--- src/rtl/mem_port_arbiter.sv ---
// Shared memory/IO port arbiter for the MIPS32 core.
// Serves the instruction-fetch requester and the data (load/store) requester
// one access at a time. Data normally wins; after STARVE_MAX consecutive data
// grants made while a fetch was waiting, the fetch is forced through. Each
// access is a single m_ce strobe followed by MEM_LAT wait cycles and a
// one-cycle ack to the owning requester.
module mem_port_arbiter #(
   parameter int          MEM_LAT    = 2,
   parameter int          STARVE_MAX = 4,
   parameter logic [15:0] IO_BASE    = 16'hBFD0
) (
   input  logic        clk,
   input  logic        rst_n,
   input  logic        i_req,
   input  logic [31:0] i_addr,
   output logic        i_ack,
   output logic [31:0] i_rdata,
   input  logic        d_req,
   input  logic [3:0]  d_we,
   input  logic [31:0] d_addr,
   input  logic [31:0] d_wdata,
   output logic        d_ack,
   output logic [31:0] d_rdata,
   output logic        m_ce,
   output logic [3:0]  m_we,
   output logic [31:0] m_addr,
   output logic [31:0] m_wdata,
   input  logic [31:0] m_rdata,
   output logic        io_sel,
   output logic        stall,
   output logic        busy
);

   localparam logic [2:0] LP_LAT    = 3'(MEM_LAT);
   localparam logic [3:0] LP_STARVE = 4'(STARVE_MAX);

   typedef enum logic [1:0] {
      ST_IDLE  = 2'd0,
      ST_ISSUE = 2'd1,
      ST_WAIT  = 2'd2,
      ST_DONE  = 2'd3
   } state_t;

   state_t      r_state;
   state_t      w_state_nxt;
   logic        r_gnt;       // 0 = instruction owns the port, 1 = data
   logic [3:0]  r_starve;
   logic [2:0]  r_cnt;
   logic [31:0] r_addr;
   logic [31:0] r_wdata;
   logic [3:0]  r_we;
   logic [31:0] r_irdata;
   logic [31:0] r_drdata;

   logic        w_any_req;
   logic        w_starved;
   logic        w_pick_data;
   logic        w_capture;

   assign w_any_req   = i_req | d_req;
   // A waiting fetch that has already watched STARVE_MAX data grants go by
   // takes precedence over data.
   assign w_starved   = i_req && (r_starve == LP_STARVE);
   assign w_pick_data = d_req && !w_starved;
   // Memory data is valid only in the last wait cycle.
   assign w_capture   = (r_state == ST_WAIT) && (r_cnt == 3'd1);

   // State register.
   always_ff @(posedge clk) begin
      if (!rst_n) r_state <= ST_IDLE;
      else        r_state <= w_state_nxt;
   end

   // Next-state logic: one access is IDLE -> ISSUE -> WAIT* -> DONE -> IDLE.
   always_comb begin
      w_state_nxt = r_state;
      case (r_state)
         ST_IDLE:  if (w_any_req) w_state_nxt = ST_ISSUE;
         ST_ISSUE: w_state_nxt = ST_WAIT;
         ST_WAIT:  if (r_cnt == 3'd1) w_state_nxt = ST_DONE;
         ST_DONE:  w_state_nxt = ST_IDLE;
         default:  w_state_nxt = ST_IDLE;
      endcase
   end

   // Grant decision and latching of the winning request's address/we/wdata.
   always_ff @(posedge clk) begin
      if (!rst_n) begin
         r_gnt   <= 1'b0;
         r_addr  <= 32'd0;
         r_we    <= 4'd0;
         r_wdata <= 32'd0;
      end else if ((r_state == ST_IDLE) && w_any_req) begin
         r_gnt  <= w_pick_data;
         r_addr <= w_pick_data ? d_addr : i_addr;
         r_we   <= w_pick_data ? d_we : 4'd0;
         if (w_pick_data) r_wdata <= d_wdata;
      end
   end

   // Starvation counter: counts data grants that bypassed a pending fetch.
   always_ff @(posedge clk) begin
      if (!rst_n) begin
         r_starve <= 4'd0;
      end else if (r_state == ST_IDLE) begin
         if (!i_req || !w_pick_data)    r_starve <= 4'd0;
         else if (r_starve != LP_STARVE) r_starve <= r_starve + 4'd1;
      end
   end

   // Memory latency counter, loaded in ISSUE and run down through WAIT.
   always_ff @(posedge clk) begin
      if (!rst_n)                   r_cnt <= 3'd0;
      else if (r_state == ST_ISSUE) r_cnt <= LP_LAT;
      else if (r_state == ST_WAIT)  r_cnt <= r_cnt - 3'd1;
   end

   // Read data return; stores leave the load data register untouched.
   always_ff @(posedge clk) begin
      if (!rst_n) begin
         r_irdata <= 32'd0;
         r_drdata <= 32'd0;
      end else if (w_capture) begin
         if (!r_gnt)               r_irdata <= m_rdata;
         else if (r_we == 4'd0)    r_drdata <= m_rdata;
      end
   end

   assign m_ce    = (r_state == ST_ISSUE);
   assign m_we    = m_ce ? r_we : 4'd0;
   assign m_addr  = r_addr;
   assign m_wdata = r_wdata;
   assign i_ack   = (r_state == ST_DONE) && !r_gnt;
   assign d_ack   = (r_state == ST_DONE) &&  r_gnt;
   assign i_rdata = r_irdata;
   assign d_rdata = r_drdata;
   assign busy    = (r_state != ST_IDLE);
   assign io_sel  = ((r_state == ST_ISSUE) || (r_state == ST_WAIT)) && r_gnt &&
                    (r_addr[31:16] == IO_BASE);
   assign stall   = (i_req & ~i_ack) | (d_req & ~d_ack);

endmodule

--- config.mk ---
export PLATFORM = sky130hd
export DESIGN_NAME = mem_port_arbiter
export DESIGN_NICKNAME = d
export VERILOG_FILES = /design/src/rtl/mem_port_arbiter.sv
export SDC_FILE = /design/constraint.sdc
export NUM_CORES = 1
export LEC_CHECK = 0
export CAP_MARGIN = 0
export CORE_ASPECT_RATIO = 1.5
export CORE_MARGIN = 2
export CORE_UTILIZATION = 38
export CTS_BUF_LIST = sky130_fd_sc_hd__clkbuf_8
export DETAILED_ROUTE_END_ITERATION = 6
export GPL_TIMING_DRIVEN = 0
export HOLD_SLACK_MARGIN = 0.02
export PLACE_DENSITY_LB_ADDON = 0.12
export SYNTH_ARGS = -nofsm -noshare
export SYNTH_HDL_FRONTEND = slang
export SYNTH_SLANG_ARGS = --single-unit
--- constraint.sdc ---
create_clock -name clk -period 1.8 [get_ports clk]
set_input_delay 0.18 -clock clk [delete_from_list [all_inputs] [get_ports clk]]
set_output_delay 0.18 -clock clk [all_outputs]
set_load 0.01 [all_outputs]
After elaboration in Yosys (flattened, before gate mapping)
Cells that the tools add are included.
{ "totals": {"register_bits": 142, "input_bits": 136, "out_inout_bits": 138, "wordCells": 64} }
{ "classes": {"add_sub_neg": 2, "n_eq_ne": 9, "mux": 10, "bitwise_logic": 8, "reduce_logical": 25} }
{ "ops": {"columns": ["operator", "count"], "rows": [
  ["32-bit 2-to-1 mux", 1],
  ["16-bit equality test, second input constant", 1],
  ["4-bit 2-to-1 mux", 4],
  ["1-bit logical AND", 8],
  ["2-bit 2-to-1 mux", 4],
  ["2-bit case mux with 4 select lines", 1],
  ["2-bit AND reduction", 4],
  ["2-bit nonzero test", 3],
  ["4-bit by 1-bit adder with 4-bit output, second input constant", 1],
  ["2-bit equality test, second input constant", 2],
  ["4-bit by 3-bit equality test with 1-bit output, second input constant", 1],
  ["1-bit zero test", 4],
  ["4-bit zero test", 1],
  ["2-bit != test, second input constant", 2],
  ["4-bit by 3-bit != test with 1-bit output, second input constant", 1],
  ["1-bit NOT", 4],
  ["3-bit by 1-bit equality test with 1-bit output, second input constant", 1],
  ["3-bit AND reduction", 1],
  ["3-bit by 1-bit subtractor with 3-bit output, second input constant", 1],
  ["1-bit AND", 2],
  ["2-bit by 1-bit equality test with 1-bit output, second input constant", 1],
  ["2-bit zero test", 1],
  ["1-bit logical OR", 2],
  ["1-bit OR", 2],
  ["2-bit OR reduction", 1]
]} }

Logic depth before layout (Yosys ltp)
Gate-level depths: netlist of the first run.
{ "depth": {"depth_word": 8, "depth_mapped": 8, "depth_no_buf": 6} }

Worst setup path after synthesis of the first run
OpenSTA, ideal clock, no wires.
{ "synth_timing": {"path_type": "register -> register", "startpoint": "register r_state[0]", "endpoint": "register r_drdata[10], in the netlist d_rdata[10]", "setup_ns": 0.116, "arrival_ns": 1.624, "required_time_ns": 1.684, "setup_slack_ns": 0.060, "path_stages_with_launch": 9, "n_path_buf": 2, "synth_period_minus_slack_ns": 1.740, "cell_sequence": "dfxtp_1 -> inv_1 -> ha_1 -> nand3b_1 -> or4_1 -> buf_2 -> buf_6 -> nand2_1 -> a21boi_1"} }
{ "synth_via": {"elab_chain_len": 3} }
{ "synth_rtl": {"columns": ["element", "line", "source"], "rows": [
  ["from (decl)", "44", "state_t r_state;"],
  ["from (signal assigned)", "71", "else r_state <= w_state_nxt;"],
  ["2-bit equality test", "66", "assign w_capture = (r_state == ST_WAIT) && (r_cnt == 3'd1);"],
  ["1-bit logical AND", "66", null],
  ["3-bit AND reduction (no source line)", null, null],
  ["to (signal assigned)", "125", "else if (r_we == 4'd0) r_drdata <= m_rdata;"],
  ["to (decl)", "53", "logic [31:0] r_drdata;"]
]} }
No other way between the ends.
A chain may end at the register's enable or synchronous reset.

Worst setup path after layout of the first run
{ "layout_timing": {"startpoint": "register r_addr[19], in the netlist m_addr[19]", "endpoint": "output io_sel"} }
{ "layout_via": {"elab_chain_len": 2} }
{ "layout_rtl": {"columns": ["element", "line", "source"], "rows": [
  ["from (decl)", "49", "logic [31:0] r_addr;"],
  ["from (signal assigned)", "95", "r_addr <= w_pick_data ? d_addr : i_addr;"],
  ["16-bit equality test", "139", "(r_addr[31:16] == IO_BASE);"],
  ["1-bit logical AND", "138", "assign io_sel = ((r_state == ST_ISSUE) || (r_state == ST_WAIT)) && r_gnt &&"],
  ["to (decl)", "29", "output logic io_sel,"]
]} }
No other way between the ends.

==> impl_metrics.csv, run 1 <==
group,metric,value,unit
run_status,status,"complete, but fails checks",
run_status,violations,"negative setup slack",
synthesis,ys_seq_elements,142,
cts,clkLatencyLatePin,0.44,ns
synthesis,syn-num-nets,840,
worst_setup_path,crit_slowest_cell,"or4b_4",
layout,layout.nets,1136,
hold_path,hold_path_class,"primary input to flop",
global_route,grt_max_degree,17,
layout,final_cell_mix,"260 x clkdlybuf4s50_1, 201 x nand2_1, 135 x dfxtp_1",
timing,tns,-0.503,ns
worst_setup_path,path_class,"flop to primary output",
cts,clockRootBuffer,"clkbuf_8",
timing,fin_crit,1.92,ns
power_and_ir_drop,power_frac_seq,41.6,%
synthesis,synth_area_leaders,"dfxtp_1 50%, nand2_1 15%, a21boi_0 8.9%",
timing,fmax,0.521,GHz
timing,rsz0062_at_grt,"true",
timing,fin_ws,-0.120,ns
timing,worstMarginPinSlew,0.549,ns
cts,path_clk_slew,0.08,ns
layout,n_antenna_cell,0,
worst_setup_path,critPathTopFamily,"simple AND/OR/NAND/NOR gates",
synthesis,yosysTopAreaCell,"dfxtp_1",
place,dp_hpwl,13400,um
worst_setup_path,path_cells,"or4b_4 -> nor4_4 -> buf_2",
power_and_ir_drop,power_frac_comb,31.9,%
worst_setup_path,path_max_fanout,2,
place,port_buffers,270,
route,route.vias.total,5715,
flow_run,max-cap-violations,0,
global_route,track_usage,21.5,%
worst_setup_path,arrival,1.74,ns
floorplan,die_h,154,um
route,vias_per_cell,4.76,
route,route.detailed.drc,0,
power_and_ir_drop,finalPower,9.32,mW
place,place_ws,-0.336,ns
power_and_ir_drop,max-vdd-ir-drop,0.549,mV
layout,area_delta_synth_final,66.7,%
floorplan,core.rowCount,54,
cts,cts-buffers-inserted,17,
route,wirelength,17800,um
synthesis,synth_area,0.00567,mm^2
route,ant_nets,0,
floorplan,fp.coreArea,0.0146,mm^2
timing,slew_violations,0,
floorplan,dieArea,0.0159,mm^2
cts,cts_tree,"yes",
global_route,grt_pass1_vias,5411,
cts,cts.sinks,142,
power_and_ir_drop,netSwitchingPower,3.06,mW
power_and_ir_drop,pwr-share-clk,26.5,%
global_route,antenna_found_initial,0,
power_and_ir_drop,swShare,32.8,%
synthesis,synth-seq-area-share,50.1,%
synthesis,synth_cell_type_count,37,
power_and_ir_drop,leakagePower,3.47,nW
synthesis,yosysWarnings,0,
cts,h-tree-depth,4,
cts,ctsHoldBuffers,0,
route,wire_per_inst,14.8,um
synthesis,syn_inst,696,
floorplan,die_x,104,um
worst_setup_path,cp.depth,3,
worst_setup_path,worst-path-buf-inv,1,
timing,hold_viol,0,
timing,period_share,107,%
synthesis,syn_avg_cell_area,8.15,um^2
power_and_ir_drop,p_int,6.26,mW
timing,finClkSkew,0.0146,ns
synthesis,synth_top_area_share,50.1,%
global_route,grt_pass1_wl,27700,um
worst_setup_path,reg2reg_depth,6,
global_route,overflow,0,
worst_setup_path,max_stage_delay,0.54,ns
layout,final_layout_size_suffix_gt1_share,13.4,%
floorplan,io-pin-count,274,
power_and_ir_drop,power.density,986,mW/mm^2
worst_setup_path,start_kind,"flop",
hold_path,hold_depth,2,
timing,slew_headroom,63.4,%
cts,clock_path_buffers,2,
place,place_congestion,0.837,
route,drt_pass1_iterations,4,
layout,layout_commonest_cell,"clkdlybuf4s50_1",
worst_setup_path,endpoint_kind,"primary output",
floorplan,start_util,38.9,%
route,dr.first_iter.drc_count,169,
timing,setup_violations,25,
worst_setup_path,worstPathRequired,1.62,ns
worst paths after layout:
path,startpoint,end,slack [ns]
min reg2reg,d_rdata[24],d_rdata[24],0.45
min,rst_n,d_rdata[19],0.13
max reg2reg,r_gnt,d_rdata[18],-0.03
max,m_addr[19],io_sel,-0.12
timing repair:
item,in CTS,in global routing
gates resized for setup,37,108
hold endpoints to repair,0,0
setup buffers,0,6
pin swaps,1,43
endpoints found under the setup margin,133,132
cloned,0,3
registers in the layout, indices dropped and copies added (netlist names):
| name | flops |
|---|---|
| d_rdata | 32 |
| i_rdata | 32 |
| m_addr | 32 |
| m_wdata | 32 |
| r_starve | 4 |
| r_we | 4 |
| r_cnt | 3 |
| r_state | 2 |
| r_gnt | 1 |
per-layer routing:
layer  track usage (%)  share of wire (%)  vias up
met5                 0                  0        -
met4              6.95                2.1        0
met3              6.91                6.7       27
met2              39.3                 52      192
met1              23.4                 39     2591
li1                  -                  -     2905
cells by family after synthesis:
logic type / after synthesis / share of synthesized area (%)
AOI/OAI and AO/OA: 209 / 23.2
xor gates and xnor gates: 3 / 0.463
adders and majority gates: 8 / 1.76
buffers and inverters: 62 / 4.61
DFF: 142 / 50.1
muxes: 1 / 0.176
and+or+nand+nor: 271 / 19.7
synthesized netlist by cell type, drive strengths merged:
library cell	number
nor2b	8
and3	1
a21oi	69
xor2	1
xnor2	2
or4b	1
o21ai	35
nand4b	1
and2	5
nor3	2
ha	8
clkbuf	41
inv	10
nand4	3
dfxtp	142
nand3	5
a22oi	5
nand2b	2
or2	1
nand2	231
o221a	1
nand3b	1
nor4	2
nor4b	1
buf	11
or3b	1
o31a	1
nor2	5
or4	1
mux2i	1
a21boi	97
a32oi	1
power by group through the flow:
stage	Combinational, mW	Clock, mW	Sequential [mW]
after detailed placement	2.81	0	3.90
after global routing	3.26	2.69	3.94
after global placement	2.80	0	3.90
after CTS	2.85	2.54	3.85
after floorplan	1.16	0	4.03
final	2.98	2.47	3.87
through the flow:
step | util, % | cell area (um^2) | std cells | hold WS (ns)
final | 64.8 | 9460 | 1201 | 0.130
after global placement | 59.1 | 8620 | 1162 | 0.437
after CTS | 61.9 | 9030 | 1192 | 0.117
after detailed placement | 59.1 | 8620 | 1162 | 0.441
after floorplan | - | 5670 | 696 | 0.314
after global routing | 64.8 | 9460 | 1201 | 0.118
layout make-up:
cell class | count | area, um^2
plain buffers | 50 | 290
flip-flops and latches | 142 | 2860
repair buffers | 279 | 2810
well taps | 196 | 245
clock buffers | 18 | 248
fillers | 1325 | 5140
multi-input cells | 492 | 2830
inverters | 10 | 40.0
clock inverters | 14 | 133
(Power assumes the default switching activity.)
==> run 2: changes to the inputs <==
--- a/config.mk
+++ b/config.mk
@@ -5,10 +5,11 @@
 export SDC_FILE = /design/constraint.sdc
 export NUM_CORES = 1
 export LEC_CHECK = 0
+export ABC_AREA = 1
 export CAP_MARGIN = 0
 export CORE_ASPECT_RATIO = 1.5
 export CORE_MARGIN = 2
-export CORE_UTILIZATION = 38
+export CORE_UTILIZATION = 39
 export CTS_BUF_LIST = sky130_fd_sc_hd__clkbuf_8
 export DETAILED_ROUTE_END_ITERATION = 6
 export GPL_TIMING_DRIVEN = 0
==> impl_metrics.csv, run 2 <==
group,metric,value,unit
worst_setup_path,worstPathRequired,1.62,ns
floorplan,fp.coreArea,0.0156,mm^2
worst_setup_path,rr_endpoint,"m_addr[18]",
cts,h-tree-depth,4,
cts,cts_resized,20,
flow_run,max-cap-violations,0,
timing,rsz0062_at_grt,"true",
synthesis,synth-async-reset-ratio,0,%
place,port_buffers,271,
timing,fmax,0.578,GHz
cts,clkLatencyLatePin,0.46,ns
worst_setup_path,start_kind,"flop",
layout,layout.nets,1298,
timing,slew_violations,0,
power_and_ir_drop,power.density,1090,mW/mm^2
synthesis,synth_xor_area_share,0.142,%
global_route,overflow,0,
synthesis,yosysMostFrequentCell,"nor2_1",
worst_setup_path,reg2reg_slack,0.10,ns
synthesis,ys.flop_type,"dfxtp_1",
route,wire_per_inst,13.8,um
floorplan,core.rowCount,56,
place,place_ws,-0.0373,ns
place,dp_hpwl,14800,um
synthesis,synth_cell_type_count,28,
global_route,grt_max_degree,17,
floorplan,die_h,158,um
worst_setup_path,reg2reg_depth,10,
layout,fin_cells,1369,
synthesis,synth_top_area_share,46.0,%
place,place_congestion,0.819,
place,dp_cells,1338,
worst_setup_path,crit_end,"io_sel",
timing,period_share,96.0,%
synthesis,syn_avg_cell_area,7.15,um^2
cts,clock_path_buffers,2,
floorplan,io-pin-count,274,
synthesis,synth_top_family_by_area,"simple AND/OR/NAND/NOR gates",
timing,hold_viol,0,
synthesis,synth_mux_area_share,0,%
timing,slew_headroom,64.1,%
route,wirelength,19000,um
layout,area_delta_synth_final,55.5,%
floorplan,dieArea,0.0169,mm^2
route,drt_pass1_iterations,7,
worst_setup_path,rr_startpoint,"r_state[0]",
route,route.detailed.drc,0,
synthesis,syn-num-nets,1008,
route,route.vias.total,6530,
run_status,status,"complete, no violations",
synthesis,yosysWarnings,0,
worst_setup_path,path_max_fanout,4,
synthesis,synth_compound_area_share,7.39,%
power_and_ir_drop,leakagePower,4.06,nW
timing,finClkSkew,0.0166,ns
worst_setup_path,path_class,"flop to primary output",
hold_path,hold_path_class,"primary input to flop",
cts,ctsHoldBuffers,0,
synthesis,yosysTopAreaCell,"dfxtp_1",
global_route,track_usage,21.9,%
layout,layout_commonest_cell,"clkdlybuf4s50_1",
global_route,antenna_found_initial,0,
cts,clockRootBuffer,"clkbuf_8",
route,vias_per_cell,4.77,
floorplan,die_x,107,um
synthesis,synth-seq-area-share,46.0,%
power_and_ir_drop,max-vdd-ir-drop,0.674,mV
cts,cts-buffers-inserted,17,
worst_setup_path,endpoint_kind,"primary output",
timing,worstMarginPinSlew,0.539,ns
cts,cts_tree,"yes",
synthesis,synth_area,0.00618,mm^2
layout,final_layout_size_suffix_gt1_share,7.98,%
cts,post_cts_buffers,0,
synthesis,synth_area_leaders,"dfxtp_1 46%, nor2_1 12%, nand2_1 9.0%",
layout,n_antenna_cell,0,
route,ant_nets,0,
synthesis,synth_simple_gate_area_share,35.7,%
timing,fin_crit,1.73,ns
timing,fin_ws,0.0713,ns
worst_setup_path,arrival,1.55,ns
cts,path_clk_slew,0.09,ns
global_route,grt_pass1_wl,29300,um
timing,setup_violations,0,
synthesis,synth_edf_count,0,
cts,cts.sinks,142,
worst_setup_path,cp-startpoint,"r_state[1]",
synthesis,synthTopCellsByCount,"190 x nor2_1, 149 x nand2_1, 142 x dfxtp_1",
floorplan,start_util,39.7,%
layout,final_cell_mix,"261 x clkdlybuf4s50_1, 188 x nor2_1, 149 x nand2_1",
synthesis,syn_inst,864,
global_route,grt_pass1_vias,6178,
synthesis,synth_fa_ha_area_share,1.62,%
synthesis,ys_seq_elements,142,
route,dr.first_iter.drc_count,201,
==> run 2: cell count changes after synthesis, moves of 32 or more <==
cell      change
nor2_1      +185
inv_1        +53
nand3b_1     +32
nand4_1      +35
a21boi_0     -67
nand2_1      -82
nand3_1      +64
==> run 2: critical path, cell delays in order (launching register included) <==
cell     delay, ns
dfxtp_2       0.37
inv_2         0.07
ha_4          0.29
nand2_1       0.06
nor3_2        0.15
buf_2         0.17
==> run 2: metrics by stage <==
stage	TNS [ns]	total power [mW]	utilization (%)	area, um^2	hold WS [ns]
2_1_floorplan	0	5.99	-	6180	0.315
3_3_place_gp	-0.185	7.80	58.8	9150	0.447
3_5_place_dp	-0.0713	7.83	58.8	9150	0.453
4_1_cts	-0.338	10.5	61.5	9560	0.219
5_1_grt	-0.0125	11.1	61.8	9610	0.235
6_report	0	10.5	61.8	9610	0.231
==> run 2: worst min path at each step <==
stage | start | end | slack [ns] | depth (start not counted)
after global placement | m_wdata[0] | m_wdata[0] | 0.45 | 2
after detailed placement | m_wdata[19] | m_wdata[19] | 0.45 | 2
after global routing | d_req | m_wdata[0] | 0.24 | 4
after floorplan | m_rdata[0] | i_rdata[0] | 0.31 | 2
after CTS | d_req | m_wdata[0] | 0.22 | 4
final | d_req | m_wdata[0] | 0.23 | 4
==> run 2: logic make-up (layout without fill, tap and decap cells) <==
logic type | after synthesis | count (layout)
simple gates | 493 | 493
flops | 142 | 142
buf+inv | 130 | 432
compound gates | 90 | 90
fa+ha+maj | 8 | 8
xor+xnor | 1 | 1
==> run 2: area by class of cell <==
type | count | area (um^2)
inverter | 67 | 251
fill | 1513 | 5950
tap | 203 | 254
clock buffer | 18 | 248
sequential | 142 | 2850
multi-input combinational | 592 | 2830
buffer | 63 | 328
clock inverter | 13 | 155
timing repair buffer | 271 | 2700
==> run 2: power breakdown <==
part           leakage [nW]  total, mW  switching [mW]  internal, mW
registers              1.16       3.97           0.314          3.66
clock network         0.195       2.64            1.35          1.29
logic                  2.71       3.86            2.04          1.82
total                  4.06       10.5            3.70          6.77
==> run 2: metal layers <==
metal  vias up  share of wire [%]  track usage (%)
li1       3364                  -                -
met3        35                7.7             7.08
met4         0                3.1             8.97
met1      2919                 37             22.1
met5         -                  0                0
met2       212                 52             41.2
==> run 3: changes to the inputs <==
--- a/config.mk
+++ b/config.mk
@@ -6,7 +6,7 @@
 export NUM_CORES = 1
 export LEC_CHECK = 0
 export ABC_AREA = 1
-export CAP_MARGIN = 0
+export CAP_MARGIN = 30
 export CORE_ASPECT_RATIO = 1.5
 export CORE_MARGIN = 2
 export CORE_UTILIZATION = 39
@@ -18,3 +18,4 @@
 export SYNTH_ARGS = -nofsm -noshare
 export SYNTH_HDL_FRONTEND = slang
 export SYNTH_SLANG_ARGS = --single-unit
+export TNS_END_PERCENT = 30
==> impl_metrics.csv, run 3 (same netlist as run 2, synthesis figures left out) <==
group,metric,value,unit
place,port_buffers,271,
timing,slew_violations,0,
global_route,grt_pass1_vias,6178,
worst_setup_path,path_max_fanout,4,
timing,fmax,0.575,GHz
layout,final_cell_mix,"261 x clkdlybuf4s50_1, 189 x nor2_1, 149 x nand2_1",
route,drt_pass1_iterations,4,
layout,fillers,1512,
worst_setup_path,worstPathRequired,1.62,ns
timing,worstMarginPinSlew,0.536,ns
layout,fin_cells,1369,
route,route.detailed.drc,0,
cts,clockRootBuffer,"clkbuf_8",
timing,slew_headroom,64.3,%
floorplan,fp.coreArea,0.0156,mm^2
cts,path_clk_slew,0.09,ns
cts,clkLatencyLatePin,0.46,ns
hold_path,hp-start,"d_req",
floorplan,core.rowCount,56,
cts,h-tree-depth,4,
timing,rsz0062_at_grt,"true",
worst_setup_path,start_kind,"flop",
worst_setup_path,endpoint_kind,"primary output",
worst_setup_path,cp-startpoint,"r_state[0]",
worst_setup_path,arrival,1.56,ns
floorplan,dieArea,0.0169,mm^2
power_and_ir_drop,power.density,1090,mW/mm^2
place,placed_area,0.00915,mm^2
hold_path,hold_path_class,"primary input to flop",
route,route.vias.total,6525,
layout,final_layout_size_suffix_gt1_share,7.80,%
cts,ctsHoldBuffers,0,
place,dp_hpwl,14800,um
worst_setup_path,rr_startpoint,"r_state[0]",
flow_run,max-cap-violations,0,
floorplan,die_h,158,um
worst_setup_path,worst-path-buf-inv,2,
floorplan,start_util,39.7,%
run_status,status,"complete, no violations",
power_and_ir_drop,max-vdd-ir-drop,0.674,mV
global_route,antenna_found_initial,0,
global_route,overflow,0,
place,dp_cells,1338,
worst_setup_path,crit_slowest_cell,"dfxtp_2",
worst_setup_path,critPathTopFamily,"flip-flops",
layout,layout.nets,1298,
worst_setup_path,path_cells,"inv_2 -> ha_4 -> nand2_1 -> nor3_2 -> buf_2",
cts,cts.sinks,142,
route,ant_nets,0,
layout,final_area,0.00960,mm^2
global_route,grt_max_degree,17,
route,dr.first_iter.drc_count,196,
timing,finClkSkew,0.0181,ns
power_and_ir_drop,leakagePower,4.06,nW
layout,n_antenna_cell,0,
route,wirelength,18900,um
global_route,grt_pass1_wl,29300,um
route,vias_per_cell,4.77,
cts,cts_tree,"yes",
worst_setup_path,path_class,"flop to primary output",
layout,layout_commonest_cell,"clkdlybuf4s50_1",
timing,setup_violations,0,
timing,fin_crit,1.74,ns
floorplan,die_x,107,um
timing,hold_viol,0,
floorplan,io-pin-count,274,
global_route,track_usage,21.9,%
cts,cts-buffers-inserted,17,
route,wire_per_inst,13.8,um
worst_setup_path,max_stage_delay,0.38,ns
timing,period_share,96.7,%
place,place_congestion,0.819,
cts,clock_path_buffers,2,
layout,area_delta_synth_final,55.4,%
==> run 3: what timing repair did <==
item	4_1_cts	5_1_grt
resized for setup	20	29
endpoints found under the setup margin	41	94
buffers inserted	0	0
==> run 3: where the power goes <==
group	switching, mW	total, mW	leakage, nW	internal, mW
Clock	1.35	2.64	0.195	1.29
Combinational	2.04	3.86	2.71	1.82
Sequential	0.312	3.97	1.16	3.65
Total	3.70	10.5	4.06	6.76
==> run 3: routing by layer <==
layer | share of wire, % | global-route usage [%] | wire, um
met2 | 52 | 41.2 | 9850
met3 | 7.7 | 7.08 | 1450
met4 | 3.1 | 8.97 | 586
met1 | 37 | 22.1 | 7060
met5 | 0 | 0 | 0
==> run 3: final timing paths <==
check | end | slack [ns] | cells past startpoint
max | io_sel | 0.06 | 5
min | m_wdata[0] | 0.23 | 4
max reg2reg | m_addr[18] | 0.11 | 10
min reg2reg | m_wdata[22] | 0.46 | 2
==> run 3: cell type report <==
class | count | area, um^2 | area share (%)
clock buffers | 18 | 248 | 2.58
inverters | 67 | 251 | 2.62
repair buffers | 271 | 2700 | 28.1
multi-input cells | 592 | 2820 | 29.4
plain buffers | 63 | 327 | 3.40
flip-flops and latches | 142 | 2850 | 29.6
well taps | 203 | 254 | 2.64
clock inverters | 13 | 155 | 1.62
==> run 3: metrics by stage <==
stage,setup WS (ns),setup TNS [ns],hold slack [ns],power (mW),util (%)
after floorplan,0.306,0,0.315,5.99,-
after global placement,-0.0305,-0.185,0.447,7.80,58.8
after detailed placement,-0.0373,-0.0713,0.453,7.83,58.8
after CTS,-0.198,-0.338,0.219,10.5,61.5
after global routing,-0.0329,-0.0487,0.235,11.1,61.7
final,0.0596,0,0.232,10.5,61.7
==> run 3: worst reg2reg max path: stages (launching register included) <==
cell and delay [ns]:
dfxtp_2 0.35, inv_2 0.10, ha_4 0.14, buf_4 0.17
inv_2 0.06, a21oi_2 0.18, buf_6 0.17, buf_4 0.19
nand3_1 0.13, nand2_1 0.08, inv_1 0.04
